--- src/rtl/alu_pipe_addsub_if.sv ---
// Operand/result bus for alu_pipe_addsub.
//   in_valid/in_ready : operand beat handshake (producer -> ALU)
//   a, b              : operands, WIDTH bits
//   op                : 00 ADD, 01 SUB, 10 ADC, 11 SBC
//   cin               : carry-in for ADC/SBC
//   out_valid/out_ready : result beat handshake (ALU -> consumer)
//   s                 : result, WIDTH bits
//   flags             : {N, Z, C, V}
// master = the side that feeds operands and consumes results,
// slave  = the ALU.
interface alu_pipe_addsub_if #(
    parameter int WIDTH = 32
);
    logic             in_valid;
    logic             in_ready;
    logic [WIDTH-1:0] a;
    logic [WIDTH-1:0] b;
    logic [1:0]       op;
    logic             cin;
    logic             out_valid;
    logic             out_ready;
    logic [WIDTH-1:0] s;
    logic [3:0]       flags;

    modport master (
        output in_valid, a, b, op, cin, out_ready,
        input  in_ready, out_valid, s, flags
    );

    modport slave (
        input  in_valid, a, b, op, cin, out_ready,
        output in_ready, out_valid, s, flags
    );
endinterface

--- src/rtl/alu_pipe_addsub.sv ---
// Pipelined add/subtract unit with ready/valid handshakes on both sides.
// The WIDTH-bit add is split into STAGES slices; each stage adds one slice
// with GROUP-bit carry-lookahead units (ripple between groups) and hands its
// carry, the still-pending upper operand bits and the finished lower sum
// bits to the next stage.
// Ports:
//   clk : clock, rising edge
//   rst : synchronous active-high reset (clears valids, s and flags)
//   io  : alu_pipe_addsub_if.slave (operands, op, cin, result, flags,
//         in_valid/in_ready, out_valid/out_ready)
module alu_pipe_addsub #(
    parameter int WIDTH  = 32,
    parameter int GROUP  = 4,
    parameter int STAGES = 2
) (
    input  logic               clk,
    input  logic               rst,
    alu_pipe_addsub_if.slave   io
);
    localparam int SW  = WIDTH / STAGES;
    localparam int NG  = SW / GROUP;
    // Pending-operand storage shrinks by SW bits per stage, finished-sum
    // storage grows by SW bits per stage; both are packed flat.
    localparam int OPW = (STAGES > 1) ? ((STAGES-1)*WIDTH - SW*(STAGES-1)*STAGES/2) : 1;
    localparam int SMW = (STAGES > 1) ? (SW*(STAGES-1)*STAGES/2) : 1;
    localparam int CW  = (STAGES > 1) ? (STAGES-1) : 1;

    // One SW-bit slice: GROUP-bit lookahead units, ripple between groups.
    // Returns {carry_out, sum}.
    function automatic logic [SW:0] slice_add(input logic [SW-1:0] x,
                                              input logic [SW-1:0] y,
                                              input logic          ci);
        logic [SW:0]   c;
        logic [SW-1:0] g;
        logic [SW-1:0] p;
        logic          acc;
        logic          pp;
        g    = x & y;
        p    = x | y;
        c    = '0;
        c[0] = ci;
        for (int gi = 0; gi < NG; gi++) begin
            // every carry inside the group is formed from the group carry-in
            for (int j = 1; j <= GROUP; j++) begin
                acc = 1'b0;
                pp  = 1'b1;
                for (int m = j - 1; m >= 0; m--) begin
                    acc = acc | (g[gi*GROUP+m] & pp);
                    pp  = pp & p[gi*GROUP+m];
                end
                c[gi*GROUP+j] = acc | (pp & c[gi*GROUP]);
            end
        end
        return {c[SW], x ^ y ^ c[SW-1:0]};
    endfunction

    // {N, Z, C, V}; cm is the carry into the MSB.
    function automatic logic [3:0] mk_flags(input logic [WIDTH-1:0] sv,
                                            input logic             co,
                                            input logic             cm);
        return {sv[WIDTH-1], (sv == '0), co, cm ^ co};
    endfunction

    logic              adv;
    logic [STAGES-1:0] vld_p;
    logic [STAGES-1:0] vld_nxt;
    logic [OPW-1:0]    a_p, a_nxt;
    logic [OPW-1:0]    b_p, b_nxt;
    logic [SMW-1:0]    sum_p, sum_nxt;
    logic [CW-1:0]     c_p, c_nxt;
    logic [WIDTH-1:0]  s_p, s_nxt;
    logic [3:0]        flags_p, flags_nxt;
    logic [WIDTH-1:0]  bx;
    logic              c0;

    // A full output register that is not being taken freezes the whole pipe.
    assign adv          = !vld_p[STAGES-1] || io.out_ready;
    assign io.in_ready  = adv;
    assign io.out_valid = vld_p[STAGES-1];
    assign io.s         = s_p;
    assign io.flags     = flags_p;

    assign bx = io.op[0] ? ~io.b : io.b;
    assign c0 = io.op[1] ? io.cin : io.op[0];

    if (STAGES == 1) begin : g_vld_one
        assign vld_nxt = io.in_valid;
    end else begin : g_vld_many
        assign vld_nxt = {vld_p[STAGES-2:0], io.in_valid};
    end

    for (genvar k = 0; k < STAGES; k++) begin : g_stage
        logic [SW-1:0] x_a;
        logic [SW-1:0] x_b;
        logic          x_c;
        logic [SW:0]   r;

        assign r = slice_add(x_a, x_b, x_c);

        if (k == 0) begin : g_first
            assign x_a = io.a[SW-1:0];
            assign x_b = bx[SW-1:0];
            assign x_c = c0;
            if (STAGES > 1) begin : g_fwd
                localparam int REM = WIDTH - SW;
                assign a_nxt[0 +: REM]  = io.a[WIDTH-1:SW];
                assign b_nxt[0 +: REM]  = bx[WIDTH-1:SW];
                assign sum_nxt[0 +: SW] = r[SW-1:0];
                assign c_nxt[0]         = r[SW];
            end else begin : g_last
                assign s_nxt     = r[SW-1:0];
                assign flags_nxt = mk_flags(s_nxt, r[SW], x_a[SW-1] ^ x_b[SW-1] ^ r[SW-1]);
            end
        end else begin : g_rest
            localparam int POFFO = (k-1)*WIDTH - SW*(k-1)*k/2;
            localparam int POFFS = SW*(k-1)*k/2;
            assign x_a = a_p[POFFO +: SW];
            assign x_b = b_p[POFFO +: SW];
            assign x_c = c_p[k-1];
            if (k < STAGES - 1) begin : g_fwd
                localparam int REM  = WIDTH - (k+1)*SW;
                localparam int OFFO = k*WIDTH - SW*k*(k+1)/2;
                localparam int OFFS = SW*k*(k+1)/2;
                assign a_nxt[OFFO +: REM]          = a_p[POFFO+SW +: REM];
                assign b_nxt[OFFO +: REM]          = b_p[POFFO+SW +: REM];
                assign sum_nxt[OFFS +: (k+1)*SW]   = {r[SW-1:0], sum_p[POFFS +: k*SW]};
                assign c_nxt[k]                    = r[SW];
            end else begin : g_last
                assign s_nxt     = {r[SW-1:0], sum_p[POFFS +: k*SW]};
                assign flags_nxt = mk_flags(s_nxt, r[SW], x_a[SW-1] ^ x_b[SW-1] ^ r[SW-1]);
            end
        end
    end

    // ---- stage boundary: control and visible result registers ----
    always_ff @(posedge clk) begin
        if (rst) begin
            vld_p   <= '0;
            s_p     <= '0;
            flags_p <= '0;
        end else if (adv) begin
            vld_p <= vld_nxt;
            // bubbles leave the last result in place
            if (vld_nxt[STAGES-1]) begin
                s_p     <= s_nxt;
                flags_p <= flags_nxt;
            end
        end
    end

    // ---- stage boundary: inter-stage datapath registers ----
    always_ff @(posedge clk) begin
        if (adv) begin
            a_p   <= a_nxt;
            b_p   <= b_nxt;
            sum_p <= sum_nxt;
            c_p   <= c_nxt;
        end
    end
endmodule

--- src/flat_wrapper.sv ---
// flat-port wrapper written by rule: the top's interface ports become plain ports
module alu_pipe_addsub_flat 
#(
    parameter int WIDTH  = 32,
    parameter int GROUP  = 4,
    parameter int STAGES = 2
)
  (clk, rst, io_in_valid, io_a, io_b, io_op, io_cin, io_out_ready, io_in_ready, io_out_valid, io_s, io_flags);
  alu_pipe_addsub_if #(.WIDTH(WIDTH)) io_i ();
  input  logic clk;
  input  logic rst;
  input wire logic [$bits(io_i.in_valid)-1:0] io_in_valid;
  input wire logic [$bits(io_i.a)-1:0] io_a;
  input wire logic [$bits(io_i.b)-1:0] io_b;
  input wire logic [$bits(io_i.op)-1:0] io_op;
  input wire logic [$bits(io_i.cin)-1:0] io_cin;
  input wire logic [$bits(io_i.out_ready)-1:0] io_out_ready;
  output wire logic [$bits(io_i.in_ready)-1:0] io_in_ready;
  output wire logic [$bits(io_i.out_valid)-1:0] io_out_valid;
  output wire logic [$bits(io_i.s)-1:0] io_s;
  output wire logic [$bits(io_i.flags)-1:0] io_flags;
  assign io_i.in_valid = io_in_valid;
  assign io_i.a = io_a;
  assign io_i.b = io_b;
  assign io_i.op = io_op;
  assign io_i.cin = io_cin;
  assign io_i.out_ready = io_out_ready;
  assign io_in_ready = io_i.in_ready;
  assign io_out_valid = io_i.out_valid;
  assign io_s = io_i.s;
  assign io_flags = io_i.flags;
  alu_pipe_addsub #(.WIDTH(WIDTH), .GROUP(GROUP), .STAGES(STAGES)) u_core (.clk(clk), .rst(rst), .io(io_i));
endmodule
--- config.mk ---
export PLATFORM = sky130hd
export DESIGN_NAME = alu_pipe_addsub_flat
export DESIGN_NICKNAME = d
export VERILOG_FILES = /design/src/rtl/alu_pipe_addsub_if.sv /design/src/rtl/alu_pipe_addsub.sv /design/src/flat_wrapper.sv
export SDC_FILE = /design/constraint.sdc
export NUM_CORES = 1
export LEC_CHECK = 0
export CORE_ASPECT_RATIO = 1.1
export CORE_MARGIN = 2
export CORE_UTILIZATION = 52
export DETAILED_ROUTE_END_ITERATION = 7
export PLACE_DENSITY_LB_ADDON = 0.2
export SLEW_MARGIN = 10
export SYNTH_ARGS = -nofsm -noshare
export SYNTH_HDL_FRONTEND = slang
export SYNTH_SLANG_ARGS = --single-unit
--- constraint.sdc ---
create_clock -name clk -period 5.1 [get_ports clk]
set_input_delay 1.02 -clock clk [delete_from_list [all_inputs] [get_ports clk]]
set_output_delay 1.02 -clock clk [all_outputs]
set_load 0.03 [all_outputs]
Word-level counts from Yosys, hierarchy flattened. Index checks and enable logic that the tools add are counted.

Flip-flop bits (word level): 87. Input bits: 71. Output and inout bits: 38. Word-level logic and storage cells: 233.

Muxes and demuxes: 2. Bitwise logic cells: 220. Reduce and logical (&&, ||, !) cells: 4.

Operator list (count): $and A1 B1 Y1 (128); $or A1 B1 Y1 (80); $xor A16 B16 Y16 (4); $and A16 B16 Y16 (2); $logic_not A32 Y1 (1); $mux W32 (1); $not A32 Y32 (1); $or A16 B16 Y16 (2); $xor A1 B1 Y1 (3); $reduce_and A2 Y1 (1); $logic_not A1 Y1 (1); $logic_or A1 B1 Y1 (1); $mux W1 (1).

Depth between registers and ports, before layout. Gate-level depths: netlist of run 1.

Depth in word-level cells: 15. Gate-level depth with buffers: 15. Depth with buffers taken out: 15.

Worst setup path after synthesis of run 1. Ideal clock, no wire load.

Path type: input to register. Start point: input io_out_ready. End point: register u_core.flags_p[2] (netlist: u_core.io.flags[2]). Library setup time: 0.087 ns. Arrival time: 4.220 ns. Data required time: 5.013 ns. Path slack: 0.793 ns. Stages on the path: 8. Path buffers: 1. Path through: nand2b_1 -> clkbuf_1 -> nand2_1 -> nor4_1 -> nand3_1 -> a211oi_2 -> o2111ai_1 -> o31ai_1.

Longest elaborated chain between the ends: 2.

Ends and longest elaborated chain: start, declared (RTL line flat_wrapper.sv:17) `input wire logic [$bits(io_i.out_ready)-1:0] io_out_ready;`; $logic_or A1 B1 Y1 (RTL line alu_pipe_addsub.sv:77) `assign adv = !vld_p[STAGES-1] || io.out_ready;`; net io_in_ready (RTL line flat_wrapper.sv:18) `output wire logic [$bits(io_i.in_ready)-1:0] io_in_ready;`; $reduce_and A2 Y1 (no line); end signal, assigned (RTL line alu_pipe_addsub.sv:146) `flags_p <= flags_nxt;`; end, declared (RTL line alu_pipe_addsub.sv:72) `logic [3:0] flags_p, flags_nxt;`.

The timed path passes the listed nets, and every way through them passes these cells. A chain may end at the register's enable or synchronous reset.

Worst setup path in the final report of run 1.
Start point: register u_core.b_p[1]. End point: register u_core.flags_p[2] (netlist: u_core.io.flags[2]).

Elaborated cells on any way between the ends: 48. Classes of those cells: 47 x bitwise; 1 x reduce/logical.

RTL lines: start, declared (RTL line alu_pipe_addsub.sv:68) `logic [OPW-1:0] b_p, b_nxt;`; start signal, assigned (RTL line alu_pipe_addsub.sv:155) `b_p <= b_nxt;`; $and A16 B16 Y16 or $or A16 B16 Y16 (tied branches) (RTL line alu_pipe_addsub.sv:38, alu_pipe_addsub.sv:39); $and A1 B1 Y1, on equally long branches (RTL line alu_pipe_addsub.sv:48, alu_pipe_addsub.sv:49); $or A1 B1 Y1, or another cell as far along (RTL line alu_pipe_addsub.sv:48) `acc = acc | (g[gi*GROUP+m] & pp);`; $or A1 B1 Y1 or $and A1 B1 Y1 (tied branches) (RTL line alu_pipe_addsub.sv:48, alu_pipe_addsub.sv:51); $or A1 B1 Y1 (*) (RTL line alu_pipe_addsub.sv:51) `c[gi*GROUP+j] = acc | (pp & c[gi*GROUP]);`; $and A1 B1 Y1 (*) (RTL line alu_pipe_addsub.sv:51); $or A1 B1 Y1 (*) (RTL line alu_pipe_addsub.sv:51); $and A1 B1 Y1 (*) (RTL line alu_pipe_addsub.sv:51); $or A1 B1 Y1 (*) (RTL line alu_pipe_addsub.sv:51); $xor A16 B16 Y16 (*) (RTL line alu_pipe_addsub.sv:54) `return {c[SW], x ^ y ^ c[SW-1:0]};`; net u_core.g_stage[1].r[12] (RTL line alu_pipe_addsub.sv:96) `logic [SW:0] r;`; $logic_not A32 Y1 (*) (RTL line alu_pipe_addsub.sv:61) `return {sv[WIDTH-1], (sv == '0), co, cm ^ co};`.

Mark *: on every way through the listed nets, which the timed path passes. The rest lies on a longest branch.

==> impl_summary.md, run 1 <==
Clocking
In this run, CTS created clock tree buffers numbering 9. The number of buffers added to fix hold violations after cts is 0. Post-CTS repair changed the size of 0 cells.

After clock tree synthesis, the clock-pin slew on the worst setup and hold paths is 0.08 ns. The deepest level of the CTS H-tree is 3. TritonCTS built the clock tree. The tree built by TritonCTS fans out to 86 sinks. The clock network latency to the later pin of the worst-skew pair is 0.36 ns. In this run the clock root is driven by a clkbuf_8. In this run the deepest clock path goes through 2 buffers. The number of setup buffers added after CTS is 0.

Floorplanning
The die is 109.7 um tall. The floorplan step defined a die boundary enclosing 10,980 sq um. During I/O placement, the number of pins put on the boundary was 109. The core box area is 9889 sq um.

Row generation in the floorplan step produced 38 rows. The starting utilization of the core area is 0.5340. The horizontal die dimension is 100.1 um.

Critical path
The worst setup path is launched from a register. Across all register-to-register paths, the minimum setup slack is 1.23 ns. Along the worst path, the maximum fanout reaches 5. The endpoint type of the worst setup path is a register.

The kind of cell adding the most delay to the critical path is compound AO/OA/AOI/OAI gates. At the worst endpoint, the required time is 5.38 ns. The worst-path cell with the longest stage delay is fa_1. Traced cell by cell, the critical path runs through ha_1 > or2b_2 > a21oi_2 > o41a_4 > o21a_1 > a21o_1 > fa_1 > nor4b_1 > nand4_1 > nor4_1 > nand3_1 > a211oi_2 > o2111ai_1 > o31ai_1. The critical path contains buffers and inverters numbering 0 combined. The delay of the slowest cell on the worst path is 0.52 ns. For the worst setup path, the data arrival time is 4.15 ns.

The type of the setup path with the least slack is register to register.

Power
The static leakage is 2.908 nW. In this run the power density over the cells is 291.3 nW/um^2. After layout, the design draws a total of 1.942 mW. The highest ir drop seen on vdd is 0.1476 mV.

Place
After detailed placement, the design holds a cell count of 746. The number of buffers added on ports is 108. The post-DP HPWL is 8.839 mm. The global placement routability congestion is 0.8500. The cell area after placement is 6480 sq um. The worst setup slack after placement is 0.9712 ns.

Finish
The library cell used most frequently in the layout, excluding fill and tap cells, is clkdlybuf4s50_1. Once layout is done, the placed cells without fillers occupy 6665 sq um. The fill cell instance count of the final layout is 786. Leaving out fill and tap cells, the most frequent cells in the layout are 107 x clkdlybuf4s50_1, 92 x inv_1, 64 x ha_1, 49 x nand2_1, 49 x edfxtp_1. The flip-flop and latch area is 2212 sq um. The number of inserted diodes is 0. The area added between synthesis and finish is 26.20%. The count of cells in the finished layout, fillers not included, comes to 762. The layout net count is 780.

The ratio of cells with drive above 1 in the final layout is 0.05763. The combined area of the multi-input logic cells is 2659 sq um.

Drt
For this run, the detailed router's first-pass iteration total came to 4. The total routed wirelength is 11.08 mm. The total via count in the routed design is 3,891. The via density per instance is 5.106. The count of nets left with antenna violations after detail routing is 0. After detailed routing, the average wire length per cell comes to 14.54 um.

The initial DRC count is 182. After detailed routing, the number of remaining DRC violations is 0.

GRT
The largest net degree at the start of global routing is 55. The via count of the first global-routing pass is 4,000. The number of antenna violations at the first check in global routing is 0. The sum of overflow across all layers after global routing is 0. Across every metal layer, demand over resource in global routing totals 0.2138. The first-pass GRT wire length is 18.10 mm.

Synth
Of the synthesized area, sequential elements account for 0.4189. The synthesized net count is 673. The share of flip-flops with an asynchronous set or reset is 0.

Dividing the synthesized area by the synthesized cell count gives 9.965 sq um. The most used flip-flop cell after synthesis is edfxtp_1. Synthesis inferred 86 register bits. The number of warnings printed during yosys synthesis is 0. Counting flops with a built-in enable in the synthesized netlist gives 49. The combined area of all synthesized cells is 5281 sq um. The number of instances in the synthesized netlist is 530. The number of distinct standard cells referenced by the synthesized netlist is 56.

STA
The final count of pins violating max slew is 0. The final number of hold-violating endpoints came to 0. The highest achievable clock rate is 258.3 MHz. At the pin with the least slew margin, the transition time is 0.6715 ns. The final count of negative-setup-slack endpoints is 0. Setup repair after global routing left no endpoint under its margin.

The worst clock skew on the final layout is 0.006203 ns. For the finished layout, the period the worst path requires is 3.872 ns. Measured against its own limit, the worst slew margin works out to 0.5523.

In the final timing run, aggregate negative setup slack is 0 ns. Dividing the final minimum period by the clock period gives 0.7592. The final critical-path setup slack is 1.228 ns.

Flow run
Max-cap violations in this run came to 0.

Worst hold path
The worst min-delay path category is register to register.

Run status
The flow ran to the end, and the final reports show no timing, DRC or antenna violations.
## final timing paths
kind | start | endpoint | depth (start not counted)
hold reg to reg | u_core.io.s[13]$_SDFFE_PP0P_ | u_core.io.s[13]$_SDFFE_PP0P_ | 2
setup / recovery | u_core.b_p[1]$_DFFE_PN_ | u_core.io.flags[2]$_SDFFE_PP0P_ | 14
setup reg to reg | u_core.b_p[1]$_DFFE_PN_ | u_core.io.flags[2]$_SDFFE_PP0P_ | 14
hold / removal | u_core.io.s[13]$_SDFFE_PP0P_ | u_core.io.s[13]$_SDFFE_PP0P_ | 2
## power breakdown
part,switching [mW],internal [mW],leakage (nW)
logic,0.324,0.272,1.99
registers,0.0545,0.844,0.816
clock network,0.231,0.216,0.0987
total,0.609,1.33,2.91
## area by class of cell
class	count	area share
multi-input combinational	335	0.3989
clock buffer	12	0.02497
clock inverter	4	0.002816
tap	120	0.02253
timing repair buffer	113	0.1671
inverter	92	0.05181
sequential	86	0.3319
## cells by family (layout without fill, tap and decap cells)
family,Yosys count,after routing,synth area share
muxes,1,1,0.002132
adders and majority gates,72,72,0.1819
DFF,86,86,0.4189
AOI/OAI and AO/OA,87,87,0.1222
xor gates and xnor gates,51,51,0.08458
buffers and inverters,109,221,0.07818
and+or+nand+nor,124,124,0.1121
## per-stage QoR
stage / hold slack [ns] / utilization
after CTS: 0.4607 / 0.6740
after global placement: 0.4444 / 0.6552
after global routing: 0.4728 / 0.6740
after detailed placement: 0.4492 / 0.6552
after floorplan: 0.4551 / -
final: 0.4576 / 0.6740
## state kept, by name (all words and copies together), names as in the netlist
signal           flops
u_core.io.s         32
u_core.a_p          16
u_core.b_p          16
u_core.sum_p        16
u_core.io.flags      3
u_core.vld_p         2
u_core.c_p           1
## worst reg2reg max path, stage by stage, from the launching register on
cell,delay (ns)
edfxtp_1,0.41
ha_1,0.25
or2b_2,0.17
a21oi_2,0.07
o41a_4,0.47
o21a_1,0.24
a21o_1,0.18
fa_1,0.52
nor4b_1,0.35
nand4_1,0.13
nor4_1,0.30
nand3_1,0.13
a211oi_2,0.20
o2111ai_1,0.16
o31ai_1,0.21
## metal layers
layer / global-route usage / share of wire / vias to the layer above
met4: 0.07339 / 0.022 / 0
met1: 0.2367 / 0.40 / 1829
met3: 0.06230 / 0.050 / 18
met5: 0 / 0 / -
li1: - / - / 1952
met2: 0.3924 / 0.53 / 92
## cells in the mapped netlist, drive strengths merged (3+ instances only)
master / n / share of area
inv: 92 / 0.065
o21bai: 6 / 0.0085
nor2b: 6 / 0.0071
or3: 5 / 0.0071
edfxtp: 49 / 0.28
nand2b: 4 / 0.0047
buf: 4 / 0.0036
clkbuf: 13 / 0.0092
xor2: 39 / 0.065
a21oi: 41 / 0.040
and3: 3 / 0.0036
and2: 5 / 0.0059
nor2: 28 / 0.020
xnor2: 12 / 0.020
nand2: 49 / 0.035
dfxtp: 37 / 0.14
ha: 64 / 0.15
fa: 8 / 0.030
o21ai: 4 / 0.0038
o31ai: 4 / 0.0057
nor3: 5 / 0.0047
a211oi: 8 / 0.012
nor4: 5 / 0.0059
a21o: 3 / 0.0043
nand3: 5 / 0.0047
Note: power is estimated with default switching activity, not from simulation.
==> run 2, diff against run 1 <==
CORE_UTILIZATION = 47   (was 52)
clock period = 3.5 ns   (was 5.1 ns; I/O delays follow)
==> run 2 against run 1 <==
Compared with the run above:
- combinational power up 52%
- via count rose by 1.4%
- fmax increased by 14%
- total power is 58% higher
- cell count up 5.6%
- non-clock buffer count increased by 16
- largest power group unchanged
- highest routed layer unchanged
==> impl_summary.md, run 2 (synthesis gave the netlist of run 1 again) <==
Critical path
The critical path startpoint is u_core.b_p[1]$_DFFE_PN_. The endpoint type of the worst setup path is a register. The worst setup path is launched from a register. The length in cells of the worst reg-to-reg path is 14.

The worst flop-to-flop path startpoint is u_core.b_p[1]$_DFFE_PN_. The critical register-to-register path endpoint is u_core.io.flags[2]$_SDFFE_PP0P_. The arrival time of data at the critical path endpoint is 3.66 ns. The required time at the endpoint of the critical path is 3.75 ns. The biggest fanout along the worst timing path is 3. In this run the worst setup path terminates at u_core.io.flags[2]$_SDFFE_PP0P_. By startpoint and endpoint, the worst setup path is classified as register to register. For flop-to-flop paths, the worst setup slack is 0.1 ns.

Finish
The register with the most flip-flops in the layout has 32 of them. The area growth from synthesis to layout is 30.96%. The repair_antennas step left the layout with diodes totalling 0.

The final core area utilization is 0.6311. The ratio of cells with drive above 1 in the final layout is 0.08359. Leaving out fill and tap cells, the most frequent cells in the layout are 107 x clkdlybuf4s50_1, 92 x inv_1, 63 x ha_1, 49 x nand2_1, 49 x edfxtp_1. The number of standard cells in the final layout excluding fillers is 805. At the end of the flow, the number of nets in the layout was 796. The library cell used most frequently in the layout, excluding fill and tap cells, is clkdlybuf4s50_1.

Drt
The routed layout has 3,946 vias. The post-detailed-route wirelength per cell is 13.98 um. Wires add up to 11.25 mm. The first detailed-routing pass took 4 iterations. Once detail routing completed, the nets flagged for antenna violations numbered 0. For this run, design rule violations remaining after detail routing come to 0. After detailed routing, the number of vias per cell comes to 4.902.

The detailed router finished its first iteration with 187 violations.

Clocking
The clock tree from TritonCTS is done. The number of buffers on the longest clock path is 2. The number of hold buffers added after CTS was 0. Clock-pin slew was measured on the worst setup and hold paths at 0.06 ns. At the later pin of the worst-skew pair, clock insertion delay measures 0.34 ns.

Clock tree synthesis inserted a total of 9 buffers. The number of sinks driven by the clock tree is 86. The clock root buffer master is clkbuf_16. In this run the number of H-tree levels came out at 3.

Place
The number of buffers added on ports is 108. The number of placed cells counting well taps is 788. The global placement routability congestion is 0.8413. The post-DP HPWL is 9.121 mm.

STA
The worst pin sits at a relative slew slack of 0.5188. The summed negative setup slack over all endpoints is 0 ns. The highest achievable clock rate is 293.7 MHz.

The clock period could shrink to 3.405 ns. The slew at the pin with the worst max-slew slack is 0.7218 ns. Dividing the final minimum period by the clock period gives 0.9727. The final number of hold-violating endpoints is 0. The final count of negative-setup-slack endpoints is 0.

The clock arrives with 0.006346 ns of skew. The final count of pins violating max slew is 0. Setup repair after global routing could not meet its margin everywhere.

GRT
The via count of the first global-routing pass is 4,090. The first global-routing pass estimated 18.49 mm of wire. The largest net degree at the start of global routing is 35. The sum of overflow across all layers after global routing is 0. For this run, the total global-route usage over all layers was measured as 0.1972. The number of antenna violations at the first check in global routing was 0.

Power
The highest ir drop seen on vdd is 0.2339 mV. The analysis attributes to cell leakage a power of 3.012 nW. The net switching share of the total power is 0.3050.

Of the total power, registers draw 0.430. Of the total power, combinational logic draws 0.295. Dividing total power by cell area gives a power density of 443.8 nW/um^2.

The share of total power dissipated in the clock network is 0.275. The internal power of the cells totals 2.133 mW. Summed over all nets, the switching power comes to 0.9362 mW.

Floorplanning
The height of the die is 115.2 um. The initial utilization of the core area, before any placement, comes to 0.4818. The floorplan has 40 rows. The floorplan step defined a die boundary enclosing 12,100 sq um. Pin placement for this block handled 109 I/O pins. The core box area is 10,960 sq um.

The die is 105.1 um wide.

Worst hold path
The worst hold path belongs to the class register to register.

Run status
The run finished with clean final reports.

Flow run
Across the run, the number of max-cap violations was 0.
==> run 2: repair_timing <==
item,CTS,global route
gates resized for setup,2,2
endpoints found under the hold margin,0,0
setup buffers,0,1
pin swaps,2,3
gates cloned,0,0
setup endpoints to repair,1,1
==> run 2: layer usage <==
metal / routed length, um / global-route usage
met1: 4630 / 0.2166
met2: 5808 / 0.3628
met3: 481 / 0.03912
met4: 331 / 0.1013
met5: 0 / 0
==> run 2: worst min-delay path by stage <==
stage,start,end,slack (ns),cells past startpoint
final,u_core.io.s[9]$_SDFFE_PP0P_,u_core.io.s[9]$_SDFFE_PP0P_,0.46,2
after global placement,u_core.io.s[2]$_SDFFE_PP0P_,u_core.io.s[2]$_SDFFE_PP0P_,0.44,2
after floorplan,u_core.vld_p[0]$_SDFFE_PP0N_,u_core.vld_p[1]$_SDFFE_PP0N_,0.46,2
after detailed placement,u_core.io.s[2]$_SDFFE_PP0P_,u_core.io.s[2]$_SDFFE_PP0P_,0.45,2
after CTS,u_core.io.s[9]$_SDFFE_PP0P_,u_core.io.s[9]$_SDFFE_PP0P_,0.46,2
after global routing,u_core.io.s[24]$_SDFFE_PP0P_,u_core.io.s[24]$_SDFFE_PP0P_,0.48,2
==> run 2: cell type report <==
| type | instances | area, sq um |
|---|---|---|
| well taps | 147 | 183.9 |
| multi-input cells | 335 | 2681 |
| repair buffers | 129 | 1234 |
| clock buffers | 11 | 232.7 |
| fillers | 913 | 4044 |
| clock inverters | 5 | 27.53 |
| inverters | 92 | 345.3 |
| flip-flops and latches | 86 | 2212 |
==> run 2: power by group through the flow <==
stage	sequential (mW)	combinational [mW]	clock, mW
finish	1.32	0.905	0.843
global route	1.34	1.00	0.903
CTS	1.32	0.909	0.858
detailed placement	1.34	0.901	0
global placement	1.33	0.881	0
floorplan	1.39	0.499	0
==> run 2: per-stage QoR <==
| stage | area (sq um) | total power, mW | worst slack (ns) | hold slack [ns] |
|---|---|---|---|---|
| global route | 6917 | 3.245 | -0.1926 | 0.4807 |
| finish | 6917 | 3.069 | 0.09543 | 0.4569 |
| detailed placement | 6626 | 2.239 | -0.1025 | 0.4485 |
| CTS | 6900 | 3.088 | 0.04214 | 0.4594 |
| floorplan | 5285 | 1.884 | 0.05796 | 0.4551 |
| global placement | 6626 | 2.213 | 0.05154 | 0.4446 |
==> run 2: critical path, stage by stage (launching register included) <==
cell and delay, ns:
edfxtp_1 0.39, ha_2 0.20, or2b_2 0.16, a21oi_2 0.06, o41a_4 0.44, o21a_1 0.21, a21o_1 0.17, fa_1 0.48
nor4b_2 0.22, nand4_1 0.12, nor4_1 0.25, nand3_1 0.13, a211oi_2 0.18, o2111ai_1 0.13, o31ai_1 0.19
==> run 3, diff against run 2 <==
PLACE_DENSITY = 0.8   (was unset)
PLACE_DENSITY_LB_ADDON = unset   (was 0.2)
==> run 3 against run 2 <==
Compared with the run above:
- the run now ends with setup timing left
- critical path depth stayed put
- combinational power rose by 0.7%
- total power grew 2.8%
- clock skew grew 0.0017 ns
- sequential share of layout area barely moved
- cell count down 0.37%
- via count up 2.1%
- global-route usage rose by 0.83 points
- highest routed layer unchanged
==> impl_summary.md, run 3 (synthesis gave the netlist of run 1 again) <==
Run status
The flow ran to the end, but the final reports show violations. The final reports fail on setup timing.

Clocking
The number of buffers on the longest clock path is 2. The H-tree was split into 3 levels. Clock latency on the worst-skew pair, taken at its later pin, is 0.33 ns. The number of hold buffers added after CTS was 0.

The clock tree from TritonCTS is done. The post-CTS setup repair buffer count is 0. Counting the buffers created by CTS gives 9. The root buffer cell chosen for the clock tree is clkbuf_16. After clock tree synthesis, the clock-pin slew on the worst setup and hold paths is 0.06 ns. The number of sinks driven by the clock tree is 86.

STA
Across all setup checks in the final design, the least slack found is -0.04409 ns. The relative slew slack is 0.6836. Based on the critical path, the design can be clocked at up to 282.2 MHz. For the pin with the worst max-slew slack, the measured transition is 0.4706 ns. The final number of hold-violating endpoints is 0. The post-layout minimum cycle time is 3.544 ns. The worst clock skew on the final layout is 0.008068 ns. Setup violations remaining at the end of the flow were counted as 1. Setup repair after global routing could not meet its margin everywhere. Adding up every negative setup slack in the final design gives -0.04409 ns. The final count of pins violating max slew is 0. The final period utilization is 1.013.

Across all hold checks on the routed design, the worst slack comes to 0.4600 ns.

Drt
Dividing the detail-routed wire length by the instance count gives 14.85 um. The count of nets left with antenna violations after detail routing is 0. The initial DRC count is 275. The total routed wirelength is 11.91 mm.

The number of DRC violations after detailed routing is 0. Before antenna repair, the detailed router went through 4 iterations. The routed layout has 4,030 vias.

After detailed routing, the number of vias per cell comes to 5.025.

Place
At the end of routability-driven placement, the weighted congestion stood at 0.8739. The post-DP HPWL is 9.306 mm. The number of buffers added on ports is 108.

Critical path
The required time at the endpoint of the critical path is 3.73 ns. STA classifies the critical path endpoint as a register. The launching element type of the critical path is a register. The endpoint identified for the worst register-to-register timing path is u_core.io.flags[2]$_SDFFE_PP0P_.

The type of the setup path with the least slack is register to register. The worst flop-to-flop path startpoint is u_core.b_p[1]$_DFFE_PN_. The setup slack of the most critical reg-to-reg path is -0.04 ns. The arrival time of data at the critical path endpoint is 3.78 ns. For the worst flop-to-flop path, the logic depth is 14. The biggest fanout along the worst timing path is 3.

Flow run
The max capacitance violation total is 0.

Finish
In the layout the commonest cells are 107 x clkdlybuf4s50_1, 92 x inv_1, 62 x ha_1, 49 x nand2_1, 49 x edfxtp_1. For this run, the post-layout net count is 793. The flip-flop and latch area is 2212 sq um. The register with the most flip-flops in the layout has 32 of them.

The ratio of cells with drive above 1 in the final layout is 0.08092. The repair_antennas step left the layout with diodes totalling 0. From synthesis to final layout, the design area changed by 31.04%. Summing all multi-input logic gate instances after layout gives 2684 sq um. The fill cell instance count of the final layout is 874.

The most common library cell in the layout ignoring fill and taps is clkdlybuf4s50_1. The final core area utilization is 0.6314.

GRT
The largest net degree at the start of global routing is 37. The sum of overflow across all layers after global routing is 0. The first global-routing pass estimated 19.71 mm of wire. The number of antenna violations at the first check in global routing is 0. In the global route stage, overall resource usage came out at 0.2055. The via count of the first global-routing pass came to 4,156.

Floorplanning
After floorplanning, the core was sized to cover 10,960 sq um. The number of placement rows is 40. In this run the count of I/O pins placed on the die edge is 109. The starting utilization of the core area is 0.4818.

The horizontal die dimension is 105.1 um. The die covers 12,100 sq um. Measured along the y axis, the die boundary spans 115.2 um.

Worst hold path
The cell count of the worst hold path is 2. For hold timing, the worst endpoint is u_core.io.s[13]$_SDFFE_PP0P_. The origin of the worst min-delay path is u_core.io.s[13]$_SDFFE_PP0P_. The tightest min-delay check is of the register to register type.

Power
The analysis attributes to cell leakage a power of 3.013 nW. In this run the power density over the cells is 455.7 nW/um^2. The highest ir drop seen on vdd is 0.2654 mV.
## run 3: cell types whose count changed in the layout (fill, tap and decap cells not counted), sizes merged
cell | before | now
buf | 22 | 19
bufinv | 0 | 1
clkbuf | 11 | 12
clkinvlp | 2 | 0
## run 3: power breakdown
group          switching (mW)  total [mW]  internal (mW)  leakage [nW]
clock                   0.369       0.920          0.551         0.138
combinational           0.487       0.911          0.424          2.06
sequential             0.0901        1.32           1.23         0.816
total                   0.946        3.15           2.21          3.01
## run 3: critical path, cell delays in order, from the launching register on
cell and delay (ns):
edfxtp_1 0.41, ha_2 0.20, or2b_2 0.16, a21oi_2 0.06, o41a_4 0.44, o21a_1 0.22, a21o_1 0.18, fa_1 0.49
nor4b_2 0.26, nand4_1 0.15, nor4_2 0.16, nand3_1 0.12, a211oi_2 0.19, o2111ai_1 0.14, o31ai_1 0.25
## run 3: stage by stage
step | cells | power (mW) | worst slack [ns] | cell area (sq um)
after floorplan | 530 | 1.884 | 0.05796 | 5285
after global placement | 786 | 2.199 | 0.05007 | 6611
after detailed placement | 786 | 2.236 | -0.1793 | 6611
after CTS | 802 | 3.165 | -0.07482 | 6912
after global routing | 802 | 3.322 | -0.1942 | 6920
final | 802 | 3.154 | -0.04409 | 6920
## run 3: per-layer routing
| layer | up-vias | share of wire | track usage | wire length, um |
|---|---|---|---|---|
| li1 | 1979 | - | - | - |
| met1 | 1907 | 0.40 | 0.2366 | 4772 |
| met2 | 125 | 0.53 | 0.3844 | 6285 |
| met3 | 19 | 0.049 | 0.03401 | 585 |
| met4 | 0 | 0.022 | 0.07644 | 266 |
| met5 | - | 0 | 0 | 0 |
## run 3: worst max-delay path by stage
| stage | start | slack, ns | cells past startpoint | end |
|---|---|---|---|---|
| 6_report | u_core.b_p[1]$_DFFE_PN_ | -0.04 | 14 | u_core.io.flags[2]$_SDFFE_PP0P_ |
| 3_5_place_dp | u_core.a_p[0]$_DFFE_PN_ | -0.18 | 15 | u_core.io.flags[2]$_SDFFE_PP0P_ |
| 4_1_cts | u_core.b_p[1]$_DFFE_PN_ | -0.07 | 14 | u_core.io.flags[2]$_SDFFE_PP0P_ |
| 3_3_place_gp | u_core.b_p[1]$_DFFE_PN_ | 0.05 | 14 | u_core.io.flags[2]$_SDFFE_PP0P_ |
| 5_1_grt | u_core.b_p[2]$_DFFE_PN_ | -0.19 | 15 | u_core.io.flags[2]$_SDFFE_PP0P_ |
| 2_1_floorplan | io_op[0] | 0.06 | 14 | u_core.sum_p[12]$_DFFE_PN_ |
## run 3: layout make-up
class | count | area share
well taps | 147 | 0.02658
multi-input cells | 335 | 0.3878
clock buffers | 12 | 0.03417
flip-flops and latches | 86 | 0.3197
clock inverters | 4 | 0.006870
inverters | 92 | 0.04990
repair buffers | 126 | 0.1750
## run 3: what timing repair did
action	CTS	global route
endpoints found under the setup margin	1	1
gates resized for setup	3	2
pin swaps	4	2
